--- config.mk ---
export PLATFORM = sky130hd
export DESIGN_NAME = axis_bram_reader
export DESIGN_NICKNAME = d
export VERILOG_FILES = /design/src/rtl/axis_bram_reader.sv
export SDC_FILE = /design/constraint.sdc
export NUM_CORES = 1
export LEC_CHECK = 0
export BUFFER_PORTS_ARGS = -buffer_cell sky130_fd_sc_hd__buf_2
export CORE_ASPECT_RATIO = 0.9
export CORE_MARGIN = 5
export CORE_UTILIZATION = 55
export CTS_CLUSTER_SIZE = 12
export DETAILED_ROUTE_END_ITERATION = 16
export PLACE_DENSITY = 0.82
export SYNTH_ARGS = -nofsm -noshare
export SYNTH_HDL_FRONTEND = slang
export SYNTH_SLANG_ARGS = --single-unit
--- constraint.sdc ---
create_clock -name aclk -period 3.5 [get_ports aclk]
set_clock_uncertainty 0.1 [all_clocks]
set_input_delay 0.175 -clock aclk [delete_from_list [all_inputs] [get_ports aclk]]
set_output_delay 0.175 -clock aclk [all_outputs]
set_load 0.01 [all_outputs]
--- src/rtl/axis_bram_reader.sv ---
// axis_bram_reader
//   Streams BRAM contents out on an AXI4-Stream master. It reads addresses
//   0..cfg_data in order. With CONTINUOUS=1 it wraps to 0 and keeps reading.
//   With CONTINUOUS=0 it makes one pass and then stops.
//
//   Every read is issued against a credit. The credit pool is the free space
//   in a 4-entry output FIFO minus the reads still in flight. Because of this,
//   BRAM latency and downstream backpressure never drop or duplicate a word.
//
// Ports
//   aclk, aresetn   clock, asynchronous active-low reset
//   cfg_data        last address of the read window (inclusive), held stable while running
//   sts_data        address of the next word to be accepted on m_axis
//   m_axis_*        AXI4-Stream master (tdata, tvalid, tready, tlast)
//   b_bram_clk/rst  clock and reset forwarded to the BRAM port
//   b_bram_en       read enable, one read per high cycle
//   b_bram_addr     read address
//   b_bram_rdata    read data, valid BRAM_LATENCY cycles after en
module axis_bram_reader #(
   parameter int AXIS_TDATA_WIDTH = 32,
   parameter int BRAM_DATA_WIDTH  = 32,
   parameter int BRAM_ADDR_WIDTH  = 10,
   parameter int BRAM_LATENCY     = 1,
   parameter int CONTINUOUS       = 1
) (
   input  logic                        aclk,
   input  logic                        aresetn,
   input  logic [BRAM_ADDR_WIDTH-1:0]  cfg_data,
   output logic [BRAM_ADDR_WIDTH-1:0]  sts_data,
   output logic [AXIS_TDATA_WIDTH-1:0] m_axis_tdata,
   output logic                        m_axis_tvalid,
   input  logic                        m_axis_tready,
   output logic                        m_axis_tlast,
   output logic                        b_bram_clk,
   output logic                        b_bram_rst,
   output logic                        b_bram_en,
   output logic [BRAM_ADDR_WIDTH-1:0]  b_bram_addr,
   input  logic [BRAM_DATA_WIDTH-1:0]  b_bram_rdata
);

   localparam int FIFO_DEPTH = 4;
   localparam int LAT        = BRAM_LATENCY;

   typedef enum logic {
      ST_RUN  = 1'b0,
      ST_DONE = 1'b1
   } state_t;

   state_t                     state_reg, state_next;
   logic [BRAM_ADDR_WIDTH-1:0] rd_addr_reg, rd_addr_next;
   logic [BRAM_ADDR_WIDTH-1:0] out_addr_reg;

   // Each tag stage is {valid, last} for one outstanding BRAM read.
   logic [LAT-1:0]             tag_valid_reg, tag_valid_next;
   logic [LAT-1:0]             tag_last_reg, tag_last_next;

   logic [BRAM_DATA_WIDTH-1:0] fifo_data_reg [FIFO_DEPTH];
   logic [FIFO_DEPTH-1:0]      fifo_last_reg;
   logic [1:0]                 wr_ptr_reg, rd_ptr_reg;
   logic [2:0]                 fifo_count_reg;

   logic [2:0]                 in_flight;
   logic                       credit_ok;
   logic                       addr_is_last;
   logic                       issue;
   logic                       fifo_wr;
   logic                       fifo_pop;

   assign b_bram_clk = aclk;
   assign b_bram_rst = ~aresetn;

   // Reads still travelling through the BRAM pipeline.
   always_comb begin
      in_flight = '0;
      for (int i = 0; i < LAT; i++) begin
         in_flight = in_flight + {2'b00, tag_valid_reg[i]};
      end
   end

   // A read may issue only if its word is guaranteed a FIFO slot on arrival.
   // The pop of this cycle is ignored on purpose. This keeps the credit path
   // independent of m_axis_tready and still sustains one word per cycle.
   assign credit_ok    = ({1'b0, fifo_count_reg} + {1'b0, in_flight}) < 4'd4;
   assign addr_is_last = (rd_addr_reg == cfg_data);

   // ---------------- FSM: state register ----------------
   always_ff @(posedge aclk or negedge aresetn) begin
      if (!aresetn) begin
         state_reg <= ST_RUN;
      end else begin
         state_reg <= state_next;
      end
   end

   // ---------------- FSM: next state ----------------
   always_comb begin
      state_next = state_reg;
      if ((state_reg == ST_RUN) && issue && addr_is_last && (CONTINUOUS == 0)) begin
         state_next = ST_DONE;
      end
   end

   // ---------------- FSM: outputs ----------------
   // The enable is gated by aresetn. This keeps en low for the whole time
   // reset is held, not only after the first edge.
   always_comb begin
      issue = 1'b0;
      if ((state_reg == ST_RUN) && credit_ok && aresetn) begin
         issue = 1'b1;
      end
   end

   assign b_bram_en   = issue;
   assign b_bram_addr = rd_addr_reg;

   // Read address: wrap after the last address of the window. cfg_data is
   // compared live, so a lowered window runs on to all-ones before wrapping.
   always_comb begin
      rd_addr_next = rd_addr_reg;
      if (issue) begin
         rd_addr_next = addr_is_last ? '0 : rd_addr_reg + BRAM_ADDR_WIDTH'(1);
      end
   end

   always_ff @(posedge aclk or negedge aresetn) begin
      if (!aresetn) begin
         rd_addr_reg <= '0;
      end else begin
         rd_addr_reg <= rd_addr_next;
      end
   end

   // Tag pipeline, one stage per cycle of BRAM latency.
   generate
      for (genvar gi = 0; gi < LAT; gi++) begin : g_tag
         if (gi == 0) begin : g_head
            assign tag_valid_next[gi] = issue;
            assign tag_last_next[gi]  = issue & addr_is_last;
         end else begin : g_shift
            assign tag_valid_next[gi] = tag_valid_reg[gi-1];
            assign tag_last_next[gi]  = tag_last_reg[gi-1];
         end
      end
   endgenerate

   always_ff @(posedge aclk or negedge aresetn) begin
      if (!aresetn) begin
         tag_valid_reg <= '0;
         tag_last_reg  <= '0;
      end else begin
         tag_valid_reg <= tag_valid_next;
         tag_last_reg  <= tag_last_next;
      end
   end

   // rdata is captured only on the edge where its tag leaves the pipeline.
   // The credit check guarantees this write always finds room.
   assign fifo_wr  = tag_valid_reg[LAT-1];
   assign fifo_pop = m_axis_tvalid & m_axis_tready;

   always_ff @(posedge aclk or negedge aresetn) begin
      if (!aresetn) begin
         wr_ptr_reg     <= '0;
         rd_ptr_reg     <= '0;
         fifo_count_reg <= '0;
         fifo_last_reg  <= '0;
         for (int i = 0; i < FIFO_DEPTH; i++) begin
            fifo_data_reg[i] <= '0;
         end
      end else begin
         if (fifo_wr) begin
            fifo_data_reg[wr_ptr_reg] <= b_bram_rdata;
            fifo_last_reg[wr_ptr_reg] <= tag_last_reg[LAT-1];
            wr_ptr_reg                <= wr_ptr_reg + 2'd1;
         end
         if (fifo_pop) begin
            rd_ptr_reg <= rd_ptr_reg + 2'd1;
         end
         case ({fifo_wr, fifo_pop})
            2'b10:   fifo_count_reg <= fifo_count_reg + 3'd1;
            2'b01:   fifo_count_reg <= fifo_count_reg - 3'd1;
            default: fifo_count_reg <= fifo_count_reg;
         endcase
      end
   end

   // The FIFO head is a register. It holds while stalled because rd_ptr
   // moves only on a pop.
   assign m_axis_tvalid = (fifo_count_reg != 3'd0);
   assign m_axis_tdata  = fifo_data_reg[rd_ptr_reg];
   assign m_axis_tlast  = fifo_last_reg[rd_ptr_reg] & m_axis_tvalid;

   // Output position follows the accepted words. It wraps on the tlast word,
   // so it stays consistent with the read side.
   always_ff @(posedge aclk or negedge aresetn) begin
      if (!aresetn) begin
         out_addr_reg <= '0;
      end else if (fifo_pop) begin
         out_addr_reg <= m_axis_tlast ? '0 : out_addr_reg + BRAM_ADDR_WIDTH'(1);
      end
   end

   assign sts_data = out_addr_reg;

endmodule

==> flow_metrics.py <==
metrics = {
    "run_status": {
        "run_status": "completed",
    },
    "setup_path": {
        "worst_ep_arrival_time_ps": 2380,
        "crit_path_top_delay_cell": "dfrtp_2",
        "path_max_fanout": 34,
        "rr_startpoint": "b_bram_addr[5]$_DFFE_PN0P_",
        "critPathLaunch": "rd_ptr_reg[1]$_DFFE_PN0P_",
        "path_class": "register to primary output",
        "worst_setup_path_start_kind": "register",
        "cpPeakStageDelay_ps": 980,
        "path_cells": "mux4_2 > and2_1 > buf_2",
        "crit_required_ps": 3220,
        "end_kind": "primary output",
    },
    "synthesis": {
        "synthArstFlopShare_pct": 100,
        "synthXorXnorAreaFrac_pct": 2.41,
        "synth-compound-area-share_pct": 3.27,
        "synthMuxAreaShare_pct": 30.8,
        "synthAdderAreaFrac_pct": 1.48,
        "synth-edff-count": 0,
        "synth_ff_type": "dfrtp_1",
        "post-synth-top-count-cell": "dfrtp_1",
        "synth_top_family_by_area": "multiplexers",
        "synth-simple-area-share_pct": 4.27,
        "synth.avg_cell_area_um2": 14.9,
        "synth_area_leaders": "dfrtp_1 55%, mux2_2 20%, mux4_2 10%",
        "syn-cell-area_um2": 7270,
        "ys_warn_count": 0,
        "yosysTopAreaCellShare_pct": 55.4,
        "synth_fp_nets": 540,
        "yosysUniqueCellTypes": 39,
        "synth_common_cells": "161 x dfrtp_1, 132 x mux2_2, 33 x mux4_2, 19 x nand2_1, 17 x buf_2",
        "synth_top_area_cell": "dfrtp_1",
        "synth_seq_cells": 161,
        "ys_seq_area_share_pct": 55.4,
        "syn_inst": 487,
    },
    "pwr": {
        "p_switching_mw": 2.63,
        "power_frac_clock_pct": 25.2,
        "p_per_area_nw_per_um2": 955,
        "leakagePower_nw": 3.97,
        "irDropWorstVdd_uv": 483,
        "seq_power_share_pct": 38.9,
        "p_comb_share_pct": 36.0,
        "internal_power_mw": 5.95,
        "netSwitchingFraction_pct": 30.6,
    },
    "layout": {
        "drive_gt1_share_pct": 49.4,
        "largest_register_ffs": 128,
        "antenna_cells": 0,
        "fin_nets": 678,
        "syn_to_final_growth_pct": 23.6,
        "fillers": 822,
        "finalNonFillerCells": 802,
    },
    "drt": {
        "via_count": 4539,
        "wl_mm": 15.2,
        "wl_per_cell_um": 18.9,
        "dr.pass1.iters": 4,
        "first_iter_violations": 256,
        "routed_via_density": 5.66,
        "drc": 0,
        "detail-route-antenna-nets": 0,
    },
    "sta": {
        "max_freq_mhz": 377,
        "fin_crit_sh_pct": 75.9,
        "fin_tns_setup_ps": 0,
        "fin_crit_ps": 2660,
        "finalHoldViolCount": 0,
        "setup_viol": 0,
        "final_max_slew_viol_count": 0,
        "rsz0062_at_grt": "no",
        "slew_headroom_pct": 35.6,
        "tightest_slew_ps": 962,
    },
    "clock_tree": {
        "cts_tree": "done",
        "hold_buffers": 37,
        "post-cts-setup-buffers": 0,
        "worstSkewPairLatency_ps": 530,
        "clk_pin_slew_ps": 60,
        "post_cts_resized": 0,
    },
    "die": {
        "core_region_area_um2": 12800,
        "io_pins": 102,
        "rows": 39,
        "initial_utilization_pct": 56.7,
        "dieWidth_um": 131,
        "die_h_um": 119,
        "dieArea_um2": 15600,
    },
    "worst_hold_path": {
        "min_from": "cfg_data[9]",
        "hold_class": "input port to register",
    },
    "place": {
        "port_buffers": 101,
        "gp_congestion": 0.803,
        "detailed_place_hpwl_mm": 9.46,
        "dp_cells": 730,
    },
    "global_route": {
        "track_usage_pct": 20.6,
        "gr-total-overflow": 0,
        "antenna_found_initial": 0,
        "grt_pass1_wl_mm": 25.8,
        "grt_max_degree": 65,
        "grt_pass1_vias": 5012,
    },
    "run": {
        "cap_violations": 0,
    },
}
## per-layer routing
layer / track usage, % / routed length, µm / vias to the layer above
met5: 0 / 0 / -
met4: 7.34 / 257 / 0
met3: 6.16 / 736 / 26
met2: 33.1 / 7670 / 117
met1: 26.9 / 6500 / 2315
li1: - / - / 2081
## stage by stage
| step | instance area [µm²] | power, mW | util (%) | hold slack (ps) | setup slack [ps] |
|---|---|---|---|---|---|
| floorplan | 7270 | 5.43 | - | -221 | 1360 |
| global placement | 7900 | 6.27 | 61.6 | 84.4 | 1270 |
| detailed placement | 7900 | 6.46 | 61.6 | 91.4 | 1200 |
| CTS | 8990 | 8.69 | 70.0 | 47.7 | 819 |
| global route | 8990 | 9.11 | 70.0 | 72.1 | 756 |
| finish | 8990 | 8.58 | 70.0 | 72.6 | 844 |
## worst max-delay path, delay by kind of cell (launching register included)
kind                   cells  cell delay [ps]
buffers and inverters      1              130
flip-flops                 1              980
multiplexers               1              540
AND/OR/NAND/NOR            1              200
## logic make-up (layout without fill, tap and decap cells)
group                    after synthesis  after routing
adder cells (fa/ha/maj)                8              8
multiplexers                         166            166
buffers and inverters                 37            188
flip-flops                           161            161
AND/OR/NAND/NOR                       59             59
XOR/XNOR                              20             20
AO/OA/AOI/OAI                         36             36
## area by class of cell
class,count,area (µm²),share of cell area [%]
Clock inverter,9,153,1.70
Inverter,11,41.3,0.459
Multi-Input combinational cell,289,3080,34.3
Clock buffer,27,568,6.32
Timing Repair Buffer,141,907,10.1
Sequential cell,161,4030,44.9
Tap cell,164,205,2.28
## path summary, 6_finish.rpt
| path | to | slack [ps] | cells after the start |
|---|---|---|---|
| max | m_axis_tlast | 840 | 3 |
| min | b_bram_addr[2]$_DFFE_PN0P_ | 70 | 5 |
| max reg2reg | tag_last_reg$_DFF_PN0_ | 870 | 5 |
| min reg2reg | fifo_data_reg[56]$_DFFE_PN0P_ | 400 | 1 |
| max in group asynchronous | fifo_data_reg[8]$_DFFE_PN0P_ | 2080 | 3 |
| min in group asynchronous | fifo_data_reg[106]$_DFFE_PN0P_ | 90 | 2 |
## cells in the final DEF (no fill, tap or decap), types with 4 or more instances in the layout
cell type	synthesis	layout
dfrtp_1	161	159
mux2_2	132	132
buf_2	17	100
dlygate4sd3_1	0	37
mux4_2	33	33
clkbuf_16	0	20
xnor2_1	16	16
nand2_1	19	15
o21ai_0	12	12
inv_1	11	11
nor2_1	9	9
o21ai_1	9	9
nand3_1	7	7
ha_1	7	7
nand4_1	6	6
nand2_2	0	4
xor2_1	4	4
nor4_1	4	4
bufinv_16	0	4
clkbuf_8	0	4
buf_4	1	4
## power groups by stage
| stage | sequential [mW] | combinational, mW | clock [mW] |
|---|---|---|---|
| floorplan | 3.11 | 2.30 | 0.0235 |
| global placement | 3.28 | 2.98 | 0.0173 |
| detailed placement | 3.36 | 3.09 | 0.0173 |
| CTS | 3.33 | 3.14 | 2.21 |
| global route | 3.45 | 3.36 | 2.30 |
| finish | 3.34 | 3.09 | 2.16 |
(Power assumes the default switching activity.)
